File: src/rtl/packet_generator_pkg.sv
// Shared definitions for the packet generator and its downstream sequence checker.
// Holds FSM encodings, the header f_code and the default field layout.
// Pure declarations; no logic of its own.
package packet_generator_pkg;

   // FSM states, 2-bit encoded
   typedef enum logic [1:0] {
      IDLE    = 2'd0,
      RUN     = 2'd1,
      INJ_F   = 2'd2,
      INJ_SEQ = 2'd3
   } state_t;

   // Default packet geometry
   localparam int BUS_SIZE_DEF  = 16;
   localparam int WORD_SIZE_DEF = 4;

   // Header value of a good packet: all ones; the checker compares against this
   localparam logic [WORD_SIZE_DEF-1:0] F_CODE = '1;

   // Field offsets for the default geometry
   localparam int HDR_LSB = BUS_SIZE_DEF - WORD_SIZE_DEF;
   localparam int PAY_LSB = WORD_SIZE_DEF;
   localparam int SEQ_LSB = 0;

endpackage

File: src/rtl/packet_generator_pkt_assembler.sv
// Packs header, payload and sequence words into one bus-wide packet.
// Latency: combinational, zero cycles.
// Backpressure: none; the caller decides when the result is registered.
module pkt_assembler
   import packet_generator_pkg::*;
#(
   parameter int BUS_SIZE  = BUS_SIZE_DEF,
   parameter int WORD_SIZE = WORD_SIZE_DEF
) (
   input  logic [WORD_SIZE-1:0]            header,
   input  logic [BUS_SIZE-2*WORD_SIZE-1:0] payload,
   input  logic [WORD_SIZE-1:0]            seq_word,
   output logic [BUS_SIZE-1:0]             data_bus_next
);

   // Header in the top word, sequence in the bottom word, payload between
   assign data_bus_next = {header, payload, seq_word};

endmodule

File: src/rtl/packet_generator.sv
// Emits one sequence-numbered packet per enabled cycle, with optional header/sequence error injection.
// Latency: inputs sampled at an edge appear on data_bus right after that edge (1 cycle).
// Backpressure: none; enable=0 pauses emission, data_bus holds, injection requests stay pending.
module packet_generator
   import packet_generator_pkg::*;
#(
   parameter int BUS_SIZE  = BUS_SIZE_DEF,
   parameter int WORD_SIZE = WORD_SIZE_DEF
) (
   input  logic                            clk,
   input  logic                            reset,
   input  logic                            enable,
   input  logic                            inject_f_err,
   input  logic                            inject_seq_err,
   output logic [BUS_SIZE-1:0]             data_bus,
   output logic                            valid,
   output logic                            err_sent,
   output logic [BUS_SIZE-2*WORD_SIZE-1:0] pkt_count
);

   localparam int WORD_NUM = BUS_SIZE / WORD_SIZE;
   localparam int PAY_W    = (WORD_NUM - 2) * WORD_SIZE;
   localparam logic [WORD_SIZE-1:0] HDR_GOOD = {WORD_SIZE{1'b1}};
   localparam logic [WORD_SIZE-1:0] SEQ_INIT = WORD_SIZE'(1);

   state_t               state_q, state_d;
   logic [WORD_SIZE-1:0] seq_q, seq_d;
   logic                 pend_f_q, pend_f_d;
   logic                 pend_seq_q, pend_seq_d;
   logic [WORD_SIZE-1:0] hdr_word;
   logic [WORD_SIZE-1:0] seq_field;
   logic [BUS_SIZE-1:0]  data_bus_next;
   logic [PAY_W-1:0]     payload;

   assign payload = pkt_count;

   pkt_assembler #(
      .BUS_SIZE  (BUS_SIZE),
      .WORD_SIZE (WORD_SIZE)
   ) u_pkt_assembler (
      .header        (hdr_word),
      .payload       (payload),
      .seq_word      (seq_field),
      .data_bus_next (data_bus_next)
   );

   // Next-state, packet fields and pending-flag bookkeeping.
   // A request that triggers its own injection is consumed; a request that
   // arrives while an older pending one is being emitted stays pending.
   always_comb begin
      state_d    = IDLE;
      hdr_word   = HDR_GOOD;
      seq_field  = seq_q;
      seq_d      = seq_q;
      pend_f_d   = pend_f_q | inject_f_err;
      pend_seq_d = pend_seq_q | inject_seq_err;
      if (enable) begin
         if (pend_f_q || inject_f_err) begin
            state_d  = INJ_F;
            hdr_word = '0;
            seq_d    = '0;
            pend_f_d = pend_f_q & inject_f_err;
         end else if (pend_seq_q || inject_seq_err) begin
            state_d    = INJ_SEQ;
            seq_field  = seq_q + 1'b1;
            seq_d      = '0;
            pend_seq_d = pend_seq_q & inject_seq_err;
         end else begin
            state_d = RUN;
            seq_d   = seq_q + 1'b1;
         end
      end
   end

   // State, sequence, pending flags and the registered packet/counter
   always_ff @(posedge clk or negedge reset) begin
      if (!reset) begin
         state_q    <= IDLE;
         seq_q      <= SEQ_INIT;
         pend_f_q   <= 1'b0;
         pend_seq_q <= 1'b0;
         data_bus   <= '0;
         pkt_count  <= '0;
      end else begin
         state_q    <= state_d;
         seq_q      <= seq_d;
         pend_f_q   <= pend_f_d;
         pend_seq_q <= pend_seq_d;
         if (state_d != IDLE) begin
            data_bus  <= data_bus_next;
            pkt_count <= pkt_count + 1'b1;
         end
      end
   end

   // Status flags decode directly from the registered state
   always_comb begin
      valid    = (state_q != IDLE);
      err_sent = (state_q == INJ_F) || (state_q == INJ_SEQ);
   end

endmodule
File: config.mk
export PLATFORM = sky130hd
export DESIGN_NAME = packet_generator
export DESIGN_NICKNAME = d
export VERILOG_FILES = /design/src/rtl/packet_generator_pkg.sv /design/src/rtl/packet_generator_pkt_assembler.sv /design/src/rtl/packet_generator.sv
export SDC_FILE = /design/constraint.sdc
export NUM_CORES = 1
export LEC_CHECK = 0
export CORE_MARGIN = 10
export CORE_UTILIZATION = 35
export CTS_CLUSTER_DIAMETER = 200
export CTS_CLUSTER_SIZE = 28
export DETAILED_ROUTE_END_ITERATION = 8
export PLACE_DENSITY = 0.67
export SYNTH_ARGS = -nofsm -noshare
export SYNTH_HDL_FRONTEND = slang
export SYNTH_SLANG_ARGS = --single-unit
File: constraint.sdc
create_clock -name clk -period 3.9 [get_ports clk]
set_clock_uncertainty 0.1 [all_clocks]
set_input_delay 0.78 -clock clk [delete_from_list [all_inputs] [get_ports clk]]
set_output_delay 0.78 -clock clk [all_outputs]
set_load 0.1 [all_outputs]
[Yosys cells after proc, flatten, opt, wreduce, memory -nomap -nowiden]
Cells that the tools add are included.
Word-level totals
  latch bits: 0
  memories kept: 0
  memory bits (writable): 0
  bits of input ports: 5
  logic and storage cells: 34
  ROM bits: 0
  flip-flop bits (word level): 32
  output and inout bits: 26
Operators by class
  bitwise gates (word level): 4
  shift-type cells: 0
  multipliers: 0
  equal/unequal tests: 2
  div/mod/pow operators: 0
  magnitude comparators: 0
  add/subtract/negate cells: 2
  mux-type cells: 15
  reductions and logical operators: 5
Operator list (number)
  4-bit 2-to-1 mux: 7
  8-bit by 1-bit adder with 8-bit output, second input constant: 1
  2-bit 2-to-1 mux: 3
  1-bit 2-to-1 mux: 5
  4-bit by 1-bit adder with 4-bit output, second input constant: 1
  2-bit == test, second input constant: 2
  2-bit nonzero test: 2
  1-bit logical OR: 3
  1-bit AND: 2
  1-bit bitwise OR: 2

[Depth between registers and ports, before layout]
Gate-level depths: netlist of the first run.
  depth after elaboration: 5
  gate-level depth with buffers: 5
  depth with buffers taken out: 4

[Modules after synthesis]
From an unflattened synthesis of the first run, not the netlist that was laid out.
Second synthesis, totals
  cells, all modules: 121
  area total of the unflattened synthesis: 1491.4 um^2
Modules (own cells, without submodules)
  packet_generator: sequential area each 802.0 um^2, cells an instance 105, area each 1371.3 um^2, instances 1
  pkt_assembler: sequential area each 0.0 um^2, cells an instance 16, area each 120.1 um^2, instances 1

[Least setup slack after synthesis of the first run]
No wires, ideal clock.
  kind: register to output
  start: register data_bus[14] (netlist name)
  end: output port data_bus[13]
  arrival: 1370 ps
  path buffers: 1
  slack: 1650 ps
  stages on the path, launching flop included: 2
  required time: 3020 ps
  cell sequence: dfrtp_1 -> buf_4
RTL lines
  end, declared: RTL line packet_generator.sv:15  | output logic [BUS_SIZE-1:0] data_bus,

[Worst setup path after layout of the first run]
  start: register pkt_count[2]
  end: output port pkt_count[2]
RTL lines
  start, declared: RTL line packet_generator.sv:18  | output logic [BUS_SIZE-2*WORD_SIZE-1:0] pkt_count
  start signal, assigned: RTL line packet_generator.sv:91  | pkt_count <= pkt_count + 1'b1;
No word-level cell between the ends.

==> results of run 1 <==
==> path summary, 6_finish.rpt <==
kind | cells after the start | from | slack (ns) | to
worst max-delay path | 1 | pkt_count[2] | 1.11 | pkt_count[2]
worst min-delay path | 1 | data_bus[7] | 0.39 | data_bus[7]
worst max register to register | 4 | pend_seq_q | 2.17 | data_bus[0]
worst min register to register | 1 | data_bus[7] | 0.39 | data_bus[7]
max in group asynchronous | 2 | reset | 2.60 | seq_q[0]
min in group asynchronous | 2 | reset | 0.79 | data_bus[4]
==> Yosys cell counts, types with 3 or more instances <==
| master | instances | area (um^2) |
|---|---|---|
| buf_4 | 11 | 82.6 |
| nand2_1 | 6 | 22.5 |
| a31oi_1 | 5 | 31.3 |
| inv_1 | 3 | 11.3 |
| nand3_1 | 5 | 25.0 |
| dfrtp_1 | 28 | 701 |
| o21ai_1 | 3 | 15.0 |
| xnor2_1 | 3 | 26.3 |
| mux2_2 | 8 | 90.1 |
| ha_1 | 3 | 37.5 |
| xor2_1 | 4 | 35.0 |
| nor2_1 | 8 | 30.0 |
| o21ai_0 | 3 | 15.0 |
==> layer usage <==
layer,GRT usage,up-vias
met2,0.130,27
met5,0,-
met1,0.0780,427
li1,-,435
met4,0.0408,0
met3,0.0497,5
==> state kept, by name (all words and copies together) (netlist names) <==
name	cells
seq_q	4
pkt_count	8
pend_seq_q	1
pend_f_q	1
data_bus	13
state_q	2
==> metrics by stage <==
| step | setup WS (ns) | std cells | hold slack (ns) | instance area [um^2] |
|---|---|---|---|---|
| after CTS | 1.10 | 189 | 0.390 | 1690 |
| after global placement | 1.28 | 181 | 0.373 | 1600 |
| after floorplan | 1.65 | 117 | 0.358 | 1360 |
| after global routing | 1.06 | 189 | 0.419 | 1690 |
| after detailed placement | 1.20 | 181 | 0.375 | 1600 |
| final | 1.11 | 189 | 0.385 | 1690 |
==> area by class of cell <==
type	instances	share of cell area
Clock buffer	8	0.0533
Inverter	4	0.00889
Timing Repair Buffer	32	0.187
Sequential cell	29	0.430
Multi-Input combinational cell	68	0.285
Tap cell	48	0.0356
==> cell families (layout without fill, tap and decap cells) <==
group / after synthesis / in the layout / synth area share
xor+xnor: 7 / 7 / 0.0451
flops: 29 / 29 / 0.535
buf+inv: 20 / 44 / 0.110
simple gates: 31 / 31 / 0.121
compound gates: 16 / 16 / 0.0709
mux: 11 / 11 / 0.0902
fa+ha+maj: 3 / 3 / 0.0276
==> reports/results.txt, run 1 <==
Outcome - finished clean
# IOs - 31
CP Data Required Time - 3.02 ns
Overflow after GRT - 0
Yosys reg bits - 29
Setup bufs post-CTS - 0
Worst Path Buf+Inv - 1
Slew headroom - 0.343
Die area - 0.00677 mm^2
Tmin final - 2.79 ns
Met2 Wirelength - 1150 um
Final wirelength - 2540 um
CP Capture Type - primary output
Routed wl met3 - 327 um
Via count - 894
Crit path cell chain - clkdlybuf4s50_1
Netlist cell types - 34
Crit-path leading delay family - buffers and inverters
1st-pass router iterations - 4
Most common cell after layout, fill and taps aside - clkdlybuf4s50_1
Share of layout cells above drive strength 1 - 0.142
Syn Area/Cell - 11.6 um^2
# fillers - 346
CTS tree - yes
Residual DRC - 0
TritonCTS buffer count - 5
Row cnt - 22
Vias in the first global route - 936
Setup CP Type - register to primary output
Fin util - 0.455
Fin. Hold Viols - 0
Setup violators final - 0
Post-synthesis sequential area ratio - 0.535
Post-synth EDFFs - 0
Clk_lat worst skew - 0.28 ns
Core area - 0.00372 mm^2
Max_cap viols - 0
Gr usage total - 0.0799
Net count after synthesis - 125
Critical Path Fanout Max - 6
Hold crit path type - register to register
Crit path arrival time - 1.91 ns
Syn Inst Count - 117
Routed len/inst - 13.4 um
Synth async-reset ratio - 1.00
Ys Warns - 0
Final Cycle Share - 0.715
Slowest cell on crit path - clkdlybuf4s50_1
HPWL after DPL - 1840 um
Final ANT Viol Nets - 0
Clk root buf - clkbuf_8
Pin count of the biggest net entering global routing - 30
CTS resizes - 0
TritonCTS Sinks - 29
CP max stage delay - 1.18 ns
Max layer used - met4
Setup TNS - 0 ns
Tightest Pin Transition - 0.982 ns
Mapped Area - 0.00136 mm^2
Most frequent cells in the layout - 30 x clkdlybuf4s50_1, 28 x dfrtp_1, 8 x nor2_1, 8 x mux2_2
Initial antenna violation count - 0
Die Wd - 82.3 um
Die height - 82.3 um
Hold buffers post-CTS - 0
Metal-1 WL - 1010 um
Starting Density - 0.366
First-pass GRT wire length - 4110 um
Area delta synth->final - 24.3%
Placer Congestion - 0.803
Area of the multi-input gates - 482 um^2
H-tree levels - 2
IO Port Bufs - 30
Fmax - 359 MHz
Clock Tree Buf Depth - 2
Most common flop cell mapped by yosys - dfrtp_1
Sequential standard cell area - 727 um^2
Worst-path clk slew - 0.06 ns
DR iter-0 viols - 25
Via density - 4.73
Worst setup SP type - register
# nets final - 148
Slew Viols, Final - 0
Diode count - 0
RSZ-0062 raised after global routing - no
Power of run 1 is left out: the tool's default activity adds up to more than one toggle a clock period on the data nets, which glitch-free logic cannot reach.
==> run 2: changes to the inputs <==
--- a/config.mk
+++ b/config.mk
@@ -10,7 +10,7 @@
 export CTS_CLUSTER_DIAMETER = 200
 export CTS_CLUSTER_SIZE = 28
 export DETAILED_ROUTE_END_ITERATION = 8
-export PLACE_DENSITY = 0.67
+export PLACE_DENSITY = 0.69
 export SYNTH_ARGS = -nofsm -noshare
 export SYNTH_HDL_FRONTEND = slang
 export SYNTH_SLANG_ARGS = --single-unit
==> constraint.sdc (replaced) <==
create_clock -name clk -period 2.3 [get_ports clk]
set_clock_uncertainty 0.1 [all_clocks]
set_input_delay 0.46 -clock clk [delete_from_list [all_inputs] [get_ports clk]]
set_output_delay 0.46 -clock clk [all_outputs]
set_load 0.1 [all_outputs]
==> reports/results.txt, run 2 (synthesis gave the netlist of run 1 again) <==
# IOs - 31
Final Cell Area - 0.00163 mm^2
Biggest regs - data_bus (13), pkt_count (8), seq_q (4)
Reg2reg start - seq_q[0]
Via count - 895
CTS resizes - 0
Die Wd - 82.3 um
Die area - 0.00677 mm^2
Hold crit path type - register to register
Row cnt - 22
Reg2Reg Depth - 4
Residual DRC - 0
Final ANT Viol Nets - 0
Hold endpoint - data_bus[7]
Fin. Hold Viols - 0
Setup bufs post-CTS - 0
Hold buffers post-CTS - 0
# fillers - 354
Max FFs per register - 13
Setup CP Type - input pin to register
Initial antenna violation count - 0
Slew headroom - 0.675
HPWL after DPL - 1910 um
Via density - 4.69
Placer Congestion - 0.809
Worst reg2reg setup slack - 0.58 ns
Most frequent cells in the layout - 30 x buf_4, 28 x dfrtp_1, 8 x nor2_1, 8 x mux2_2, 6 x nand2_1
Hold Path Origin - data_bus[7]
Clk root buf - clkbuf_8
Most common cell after layout, fill and taps aside - buf_4
Overflow after GRT - 0
Outcome - finished clean
Sequential standard cell area - 727 um^2
Pin count of the biggest net entering global routing - 30
Core area - 0.00372 mm^2
# nets final - 150
Hold path depth - 1
DR iter-0 viols - 14
Top reg by flops - data_bus
Final Cycle Share - 0.758
Clk_lat worst skew - 0.28 ns
Setup TNS - 0 ns
Starting Density - 0.366
Routed len/inst - 13.6 um
Setup violators final - 0
IO Port Bufs - 30
Placed cell area - 0.00155 mm^2
H-tree levels - 2
1st-pass router iterations - 4
First-pass GRT wire length - 4150 um
CP Data Required Time - 2.40 ns
Max_cap viols - 0
Slew Viols, Final - 0
Crit path arrival time - 1.84 ns
RSZ-0062 raised after global routing - no
Hold Slack - 0.388 ns
Reg2Reg Capture Point - data_bus[2]
Worst-path clk slew - 0.06 ns
Critical Path Fanout Max - 5
Diode count - 0
Final wirelength - 2600 um
TritonCTS buffer count - 5
Die height - 82.3 um
Share of layout cells above drive strength 1 - 0.343
Fmax - 574 MHz
Area delta synth->final - 20.1%
Tightest Pin Transition - 0.485 ns
CP Capture Type - register
Worst setup SP type - input pin
Area of the multi-input gates - 482 um^2
TritonCTS Sinks - 29
Tmin final - 1.74 ns
Vias in the first global route - 925
Clock Tree Buf Depth - 2
Gr usage total - 0.0817
CTS tree - yes
run 2: worst max path at each step:
stage | slack, ns | start | cells past startpoint | end
final | 0.56 | inject_f_err | 4 | data_bus[3]
after global routing | 0.50 | seq_q[0] | 4 | data_bus[2]
after CTS | 0.54 | state_q[1] | 2 | valid
after detailed placement | 0.27 | inject_f_err | 4 | data_bus[3]
after global placement | 0.28 | inject_f_err | 4 | data_bus[3]
after floorplan | 0.37 | data_bus[14] | 1 | data_bus[13]
run 2: final cells by class:
| class | instances | share of cell area |
|---|---|---|
| clock buffer | 6 | 0.0445 |
| clock inverter | 2 | 0.00613 |
| inverter | 4 | 0.00920 |
| multi-input combinational | 68 | 0.295 |
| sequential | 29 | 0.446 |
| tap | 48 | 0.0368 |
| timing repair buffer | 34 | 0.163 |
run 2: stage by stage:
stage          setup WS, ns  utilization  cells
2_1_floorplan         0.370            -    117
3_3_place_gp          0.277        0.417    183
3_5_place_dp          0.269        0.417    183
4_1_cts               0.539        0.439    191
5_1_grt               0.504        0.439    191
6_report              0.557        0.439    191
run 2: critical path, stage by stage:
cell and delay, ns:
clkdlybuf4s50_1 0.46, or2_4 0.29, or4_1 0.46, a31oi_1 0.17
run 2: layer usage:
| metal | part of all wire | up-vias | track usage |
|---|---|---|---|
| li1 | - | 441 | - |
| met4 | 0.023 | 0 | 0.0459 |
| met2 | 0.45 | 25 | 0.130 |
| met3 | 0.10 | 5 | 0.0475 |
| met1 | 0.42 | 424 | 0.0826 |
| met5 | 0 | - | 0 |
Power of run 2 is left out for the same reason.
